<file path="config.mk">
export PLATFORM = sky130hd
export DESIGN_NAME = fifo_ram32x8_controller_flat
export DESIGN_NICKNAME = d
export VERILOG_FILES = /design/src/rtl/fifo_ram32x8_controller_if.sv /design/src/rtl/fifo_ram32x8_controller.sv /design/src/flat_wrapper.sv
export SDC_FILE = /design/constraint.sdc
export NUM_CORES = 1
export LEC_CHECK = 0
export CAP_MARGIN = 20
export CORE_UTILIZATION = 45
export CTS_BUF_LIST = sky130_fd_sc_hd__clkbuf_4 sky130_fd_sc_hd__clkbuf_8
export DETAILED_ROUTE_END_ITERATION = 8
export HOLD_SLACK_MARGIN = 0.12
export MAX_ROUTING_LAYER = met4
export PLACE_DENSITY_LB_ADDON = 0.15
export SYNTH_ARGS = -nofsm -noshare
export SYNTH_HDL_FRONTEND = slang
export SYNTH_SLANG_ARGS = --single-unit
</file>
<file path="constraint.sdc">
create_clock -name i_clock -period 4.9 [get_ports i_clock]
set_clock_uncertainty 0.05 [all_clocks]
set_input_delay 0.98 -clock i_clock [delete_from_list [all_inputs] [get_ports i_clock]]
set_output_delay 0.98 -clock i_clock [all_outputs]
set_load 0.02 [all_outputs]
</file>
<file path="src/rtl/fifo_ram32x8_controller_if.sv">
// Client/RAM-facing bundle of the 32x8 RAM FIFO controller.
// The master side (client logic plus RAM read bus) drives requests; the slave side is the controller.
interface fifo_ram32x8_controller_if #(
  parameter int WIDTH      = 8,
  parameter int ADDR_WIDTH = 5,
  parameter int DEPTH      = 32
);
  logic                  push;
  logic [WIDTH-1:0]      push_data;
  logic                  push_ready;
  logic                  pop;
  logic                  pop_ready;
  logic [WIDTH-1:0]      pop_data;
  logic                  pop_valid;
  logic                  full;
  logic                  empty;
  logic [ADDR_WIDTH:0]   count;
  logic [DEPTH-1:0]      row_select;
  logic                  write_enable;
  logic [WIDTH-1:0]      ram_input;
  logic [WIDTH-1:0]      ram_output;

  modport master (
    output push, push_data, pop, ram_output,
    input  push_ready, pop_ready, pop_data, pop_valid, full, empty, count,
           row_select, write_enable, ram_input
  );

  modport slave (
    input  push, push_data, pop, ram_output,
    output push_ready, pop_ready, pop_data, pop_valid, full, empty, count,
           row_select, write_enable, ram_input
  );
endinterface

</file>
<file path="src/rtl/fifo_ram32x8_controller.sv">
// Turns the single-port 32x8 latch RAM into a synchronous FIFO: round-robin push/pop
// arbitration, registered one-hot row selects and write strobe, pointers and occupancy.
module fifo_ram32x8_controller #(
  parameter int WIDTH      = 8,
  parameter int ADDR_WIDTH = 5,
  parameter int DEPTH      = 32
) (
  input logic                          i_clock,
  input logic                          i_reset,
  fifo_ram32x8_controller_if.slave     io_bus
);
  typedef enum logic [1:0] {
    S_IDLE  = 2'd0,
    S_WRITE = 2'd1,
    S_READ  = 2'd2
  } state_t;

  localparam logic [ADDR_WIDTH:0] FULL_COUNT = (ADDR_WIDTH+1)'(DEPTH);

  state_t                r_state, w_next_state;
  logic [ADDR_WIDTH-1:0] r_wr_ptr, r_rd_ptr;
  logic [ADDR_WIDTH:0]   r_count;
  logic                  r_last_write;
  logic [DEPTH-1:0]      r_row_select;
  logic                  r_write_enable;
  logic [WIDTH-1:0]      r_ram_input;
  logic [WIDTH-1:0]      r_pop_data;
  logic                  r_pop_valid;

  logic w_full, w_empty, w_idle;
  logic w_push_legal, w_pop_legal;
  logic w_push_ready, w_pop_ready;
  logic w_push_go, w_pop_go;

  function automatic logic [DEPTH-1:0] onehot(input logic [ADDR_WIDTH-1:0] ptr);
    logic [DEPTH-1:0] sel;
    sel      = '0;
    sel[ptr] = 1'b1;
    return sel;
  endfunction

  assign w_full       = (r_count == FULL_COUNT);
  assign w_empty      = (r_count == '0);
  assign w_idle       = (r_state == S_IDLE);
  assign w_push_legal = io_bus.push && !w_full;
  assign w_pop_legal  = io_bus.pop && !w_empty;

  // On a tie the side that was not served last gets the port.
  assign w_push_ready = w_idle && !w_full  && !(w_pop_legal  &&  r_last_write);
  assign w_pop_ready  = w_idle && !w_empty && !(w_push_legal && !r_last_write);
  assign w_push_go    = io_bus.push && w_push_ready;
  assign w_pop_go     = io_bus.pop  && w_pop_ready;

  always_ff @(posedge i_clock or posedge i_reset) begin
    if (i_reset) r_state <= S_IDLE;
    else         r_state <= w_next_state;
  end

  always_comb begin
    w_next_state = r_state;
    case (r_state)
      S_IDLE: begin
        if (w_push_go)     w_next_state = S_WRITE;
        else if (w_pop_go) w_next_state = S_READ;
      end
      S_WRITE: w_next_state = S_IDLE;
      S_READ:  w_next_state = S_IDLE;
      default: w_next_state = S_IDLE;
    endcase
  end

  // Select and strobe come straight from flops so the latch cells never see decode glitches.
  always_ff @(posedge i_clock or posedge i_reset) begin
    if (i_reset) begin
      r_wr_ptr       <= '0;
      r_rd_ptr       <= '0;
      r_count        <= '0;
      r_last_write   <= 1'b0;
      r_row_select   <= '0;
      r_write_enable <= 1'b0;
      r_ram_input    <= '0;
      r_pop_data     <= '0;
      r_pop_valid    <= 1'b0;
    end else begin
      r_pop_valid <= 1'b0;
      case (r_state)
        S_IDLE: begin
          if (w_push_go) begin
            r_ram_input    <= io_bus.push_data;
            r_row_select   <= onehot(r_wr_ptr);
            r_write_enable <= 1'b1;
          end else if (w_pop_go) begin
            r_row_select   <= onehot(r_rd_ptr);
          end
        end
        S_WRITE: begin
          r_write_enable <= 1'b0;
          r_row_select   <= '0;
          r_wr_ptr       <= r_wr_ptr + 1'b1;
          r_count        <= r_count + 1'b1;
          r_last_write   <= 1'b1;
        end
        S_READ: begin
          r_pop_data   <= io_bus.ram_output;
          r_pop_valid  <= 1'b1;
          r_row_select <= '0;
          r_rd_ptr     <= r_rd_ptr + 1'b1;
          r_count      <= r_count - 1'b1;
          r_last_write <= 1'b0;
        end
        default: begin
          r_write_enable <= 1'b0;
          r_row_select   <= '0;
        end
      endcase
    end
  end

  assign io_bus.push_ready   = w_push_ready;
  assign io_bus.pop_ready    = w_pop_ready;
  assign io_bus.pop_data     = r_pop_data;
  assign io_bus.pop_valid    = r_pop_valid;
  assign io_bus.full         = w_full;
  assign io_bus.empty        = w_empty;
  assign io_bus.count        = r_count;
  assign io_bus.row_select   = r_row_select;
  assign io_bus.write_enable = r_write_enable;
  assign io_bus.ram_input    = r_ram_input;
endmodule

</file>
<file path="src/flat_wrapper.sv">
// flat-port wrapper written by rule: the top's interface ports become plain ports
module fifo_ram32x8_controller_flat 
#(
  parameter int WIDTH      = 8,
  parameter int ADDR_WIDTH = 5,
  parameter int DEPTH      = 32
)
  (i_clock, i_reset, io_bus_push, io_bus_push_data, io_bus_pop, io_bus_ram_output, io_bus_push_ready, io_bus_pop_ready, io_bus_pop_data, io_bus_pop_valid, io_bus_full, io_bus_empty, io_bus_count, io_bus_row_select, io_bus_write_enable, io_bus_ram_input);
  fifo_ram32x8_controller_if #(.WIDTH(WIDTH), .ADDR_WIDTH(ADDR_WIDTH), .DEPTH(DEPTH)) io_bus_i ();
  input logic i_clock;
  input logic i_reset;
  input wire logic [$bits(io_bus_i.push)-1:0] io_bus_push;
  input wire logic [$bits(io_bus_i.push_data)-1:0] io_bus_push_data;
  input wire logic [$bits(io_bus_i.pop)-1:0] io_bus_pop;
  input wire logic [$bits(io_bus_i.ram_output)-1:0] io_bus_ram_output;
  output wire logic [$bits(io_bus_i.push_ready)-1:0] io_bus_push_ready;
  output wire logic [$bits(io_bus_i.pop_ready)-1:0] io_bus_pop_ready;
  output wire logic [$bits(io_bus_i.pop_data)-1:0] io_bus_pop_data;
  output wire logic [$bits(io_bus_i.pop_valid)-1:0] io_bus_pop_valid;
  output wire logic [$bits(io_bus_i.full)-1:0] io_bus_full;
  output wire logic [$bits(io_bus_i.empty)-1:0] io_bus_empty;
  output wire logic [$bits(io_bus_i.count)-1:0] io_bus_count;
  output wire logic [$bits(io_bus_i.row_select)-1:0] io_bus_row_select;
  output wire logic [$bits(io_bus_i.write_enable)-1:0] io_bus_write_enable;
  output wire logic [$bits(io_bus_i.ram_input)-1:0] io_bus_ram_input;
  assign io_bus_i.push = io_bus_push;
  assign io_bus_i.push_data = io_bus_push_data;
  assign io_bus_i.pop = io_bus_pop;
  assign io_bus_i.ram_output = io_bus_ram_output;
  assign io_bus_push_ready = io_bus_i.push_ready;
  assign io_bus_pop_ready = io_bus_i.pop_ready;
  assign io_bus_pop_data = io_bus_i.pop_data;
  assign io_bus_pop_valid = io_bus_i.pop_valid;
  assign io_bus_full = io_bus_i.full;
  assign io_bus_empty = io_bus_i.empty;
  assign io_bus_count = io_bus_i.count;
  assign io_bus_row_select = io_bus_i.row_select;
  assign io_bus_write_enable = io_bus_i.write_enable;
  assign io_bus_ram_input = io_bus_i.ram_input;
  fifo_ram32x8_controller #(.WIDTH(WIDTH), .ADDR_WIDTH(ADDR_WIDTH), .DEPTH(DEPTH)) u_core (.i_clock(i_clock), .i_reset(i_reset), .io_bus(io_bus_i));
endmodule
</file>
==> reports/qor.txt <==
Outcome -> finished clean
Post_cts resized -> 0
Vias post-DR -> 3042
Routed wire length per instance -> 15.1 um
Largest net degree at the start of global routing -> 41
Yosys cell types -> 45
Critical path class -> reg -> out
Syn Inst Count -> 382
Synth Area in Adders -> 0.0475
Post-synthesis async set-or-reset flop share -> 1.00
Pwr Total -> 2990 uW
HPWL after DPL -> 5790 um
Hold Path Class -> reg -> reg
# clock sinks -> 69
Most frequent cells in the layout -> 79 x clkdlybuf4s50_1, 69 x dfrtp_1, 52 x nand2_1, 32 x a31oi_1, 27 x nand3_1
Final period util -> 0.755
WP depth -> 4
Pwr/cell area -> 649 nW/um^2
CP Max Fanout -> 17
Slowest CP cell -> or4_4
Complex-gate fraction of the synthesized area -> 0.143
Worst skew pair latency -> 0.34 ns
Post-CTS Hold Fix Bufs -> 0
Reg clk slew, reported paths -> 0.08 ns
Final hold vios -> 0
Routed WL -> 8310 um
Synth-to-Final Area Change -> 24.9%
Commonest non-fill, non-tap cell in the layout -> clkdlybuf4s50_1
GPL Wtd Cong -> 0.833
Max-cap violation count -> 0
Initial core utilization -> 0.472
Hold depth -> 2
Crit. End Element -> primary output
Synth Register Bits -> 69
Simple-gate share of the synthesized area -> 0.209
Final setup TNS -> 0 ns
Vias in the first global route -> 2889
RSZ-0062 raised after global routing -> false
Main synth FF type -> dfrtp_1
Layout cell share with drive strength beyond 1 -> 0.0761
FMAX -> 0.270 GHz
Max-slew headroom -> 0.355
Post-CTS Setup Bufs -> 0
Max incr delay on CP -> 0.61 ns
Iteration-0 DRC Markers -> 136
Largest family of logic cells by synthesized area -> simple AND/OR/NAND/NOR gates
WHS -> 0.432 ns
Mux cell area share after synthesis -> 0.0332
Net count after synthesis -> 416
Core area -> 7810 um^2
Peak supply drop -> 0.342 mV
XOR/XNOR Fraction of Synth Area -> 0.0332
CTS H-tree lvls -> 3
Crit path max-delay family -> simple AND/OR/NAND/NOR gates
Lkg Pwr -> 0.00193 uW
CP arrival -> 2.67 ns
Clk buf depth -> 2
Cell Area, Synth -> 3690 um^2
Aggregate global routing overflow -> 0
Slew Limit Fails -> 0
Gr usage total -> 0.215
Min cycle time layout -> 3.70 ns
EDFF count, synth -> 0
Post-route ant nets -> 0
Antenna Cells -> 0
Fin nets -> 477
Placed insts -> 534
IO buf count -> 79
Remaining DRCs -> 0
Num CTS Buffers -> 9
Syn Area/Cell -> 9.66 um^2
I/O pin count -> 80
Bufs and invs on worst path -> 1
DIE HEIGHT -> 92.5 um
Clock root buffer -> clkbuf_8
Initial antenna violation count -> 0
Drt pass-1 iters -> 6
Die area -> 8560 um^2
First-pass GRT wire length -> 14100 um
Vias per inst -> 5.54
Row Count -> 32
R2R depth -> 5
Worst Setup Start Kind -> flop
Crit path cell chain -> or4_4 > o211ai_4 > and3b_1 > clkdlybuf4s50_1
CTS tree -> yes
Cell Count, Final, Fillers Out -> 549
Warnings from Yosys -> 0
Post-synthesis sequential area ratio -> 0.468
Die X -> 92.5 um
Critical Path RT -> 3.87 ns
Worst slew pin tran -> 0.966 ns
# setup viols final -> 0
[per-stage QoR]
| step | setup WS (ns) | util | cell area, um^2 |
|---|---|---|---|
| floorplan | 1.80 | - | 3690 |
| global placement | 1.34 | 0.565 | 4410 |
| detailed placement | 1.29 | 0.565 | 4410 |
| CTS | 1.20 | 0.590 | 4610 |
| global route | 1.11 | 0.590 | 4610 |
| finish | 1.20 | 0.590 | 4610 |
[cell usage after synthesis (4+ instances only)]
| cell type | instances | area share |
|---|---|---|
| a211oi_1 | 10 | 0.020 |
| a21oi_1 | 8 | 0.011 |
| a31oi_1 | 32 | 0.054 |
| buf_4 | 4 | 0.0081 |
| buf_6 | 10 | 0.031 |
| clkbuf_1 | 14 | 0.014 |
| dfrtp_1 | 69 | 0.47 |
| ha_1 | 14 | 0.047 |
| inv_1 | 10 | 0.010 |
| mux2_2 | 10 | 0.031 |
| nand2_1 | 52 | 0.053 |
| nand2b_1 | 7 | 0.012 |
| nand3_1 | 27 | 0.037 |
| nand4_1 | 12 | 0.020 |
| nor2_1 | 24 | 0.024 |
| nor2b_1 | 7 | 0.012 |
| nor3_1 | 4 | 0.0054 |
| o21ai_0 | 4 | 0.0054 |
| o21ai_1 | 15 | 0.020 |
| or3_1 | 4 | 0.0068 |
| xnor2_1 | 9 | 0.021 |
| xor2_1 | 5 | 0.012 |
[flip-flops by register name (all words and copies together) (netlist names), 2 cells and up]
name,count
u_core.r_rd_ptr,5
u_core.r_state,2
u_core.io_bus.row_select,32
u_core.io_bus.ram_input,8
u_core.io_bus.count,6
u_core.io_bus.pop_data,8
u_core.r_wr_ptr,5
[final timing paths]
check | startpoint | to | slack (ns)
min in group asynchronous | i_reset | u_core.io_bus.pop_data[6] | 1.01
min reg2reg | u_core.io_bus.row_select[2] | u_core.io_bus.row_select[2] | 0.43
min | u_core.io_bus.row_select[2] | u_core.io_bus.row_select[2] | 0.43
max reg2reg | u_core.io_bus.count[3] | u_core.io_bus.row_select[31] | 2.07
max | u_core.io_bus.count[3] | io_bus_push_ready | 1.20
max in group asynchronous | i_reset | u_core.r_wr_ptr[0] | 2.87
[layout make-up]
| cell class | count | area (um^2) |
|---|---|---|
| Fill cell | 715 | 3200 |
| Sequential cell | 69 | 1730 |
| Multi-Input combinational cell | 273 | 1720 |
| Timing Repair Buffer | 80 | 798 |
| Clock buffer | 11 | 151 |
| Tap cell | 102 | 128 |
| Clock inverter | 4 | 47.5 |
| Inverter | 10 | 37.5 |
[worst reg2reg max path: stages (launching register included)]
cell	delay, ns
dfrtp_1	0.48
or4_4	0.61
o211ai_4	0.42
nand2_1	0.69
nand4_1	0.35
a31oi_1	0.10
[per-layer routing]
layer / wire, um / global-route usage / vias to the layer above
met5: 0 / - / -
met4: 138 / 0.0911 / 0
met3: 470 / 0.0411 / 20
met2: 3930 / 0.332 / 101
met1: 3770 / 0.279 / 1449
li1: - / - / 1472
[power breakdown]
part	leakage (uW)	total, uW	internal [uW]	switching (uW)
combinational	0.000940	1530	651	879
sequential	0.000888	991	784	207
clock	0.000101	470	258	212
[kinds of logic after synthesis]
| group | count (synthesis) |
|---|---|
| adders and majority gates | 14 |
| DFF | 69 |
| buffers and inverters | 40 |
| xor gates and xnor gates | 14 |
| AOI/OAI and AO/OA | 80 |
| muxes | 11 |
| and+or+nand+nor | 154 |
Power figures use the tool's default switching activity.
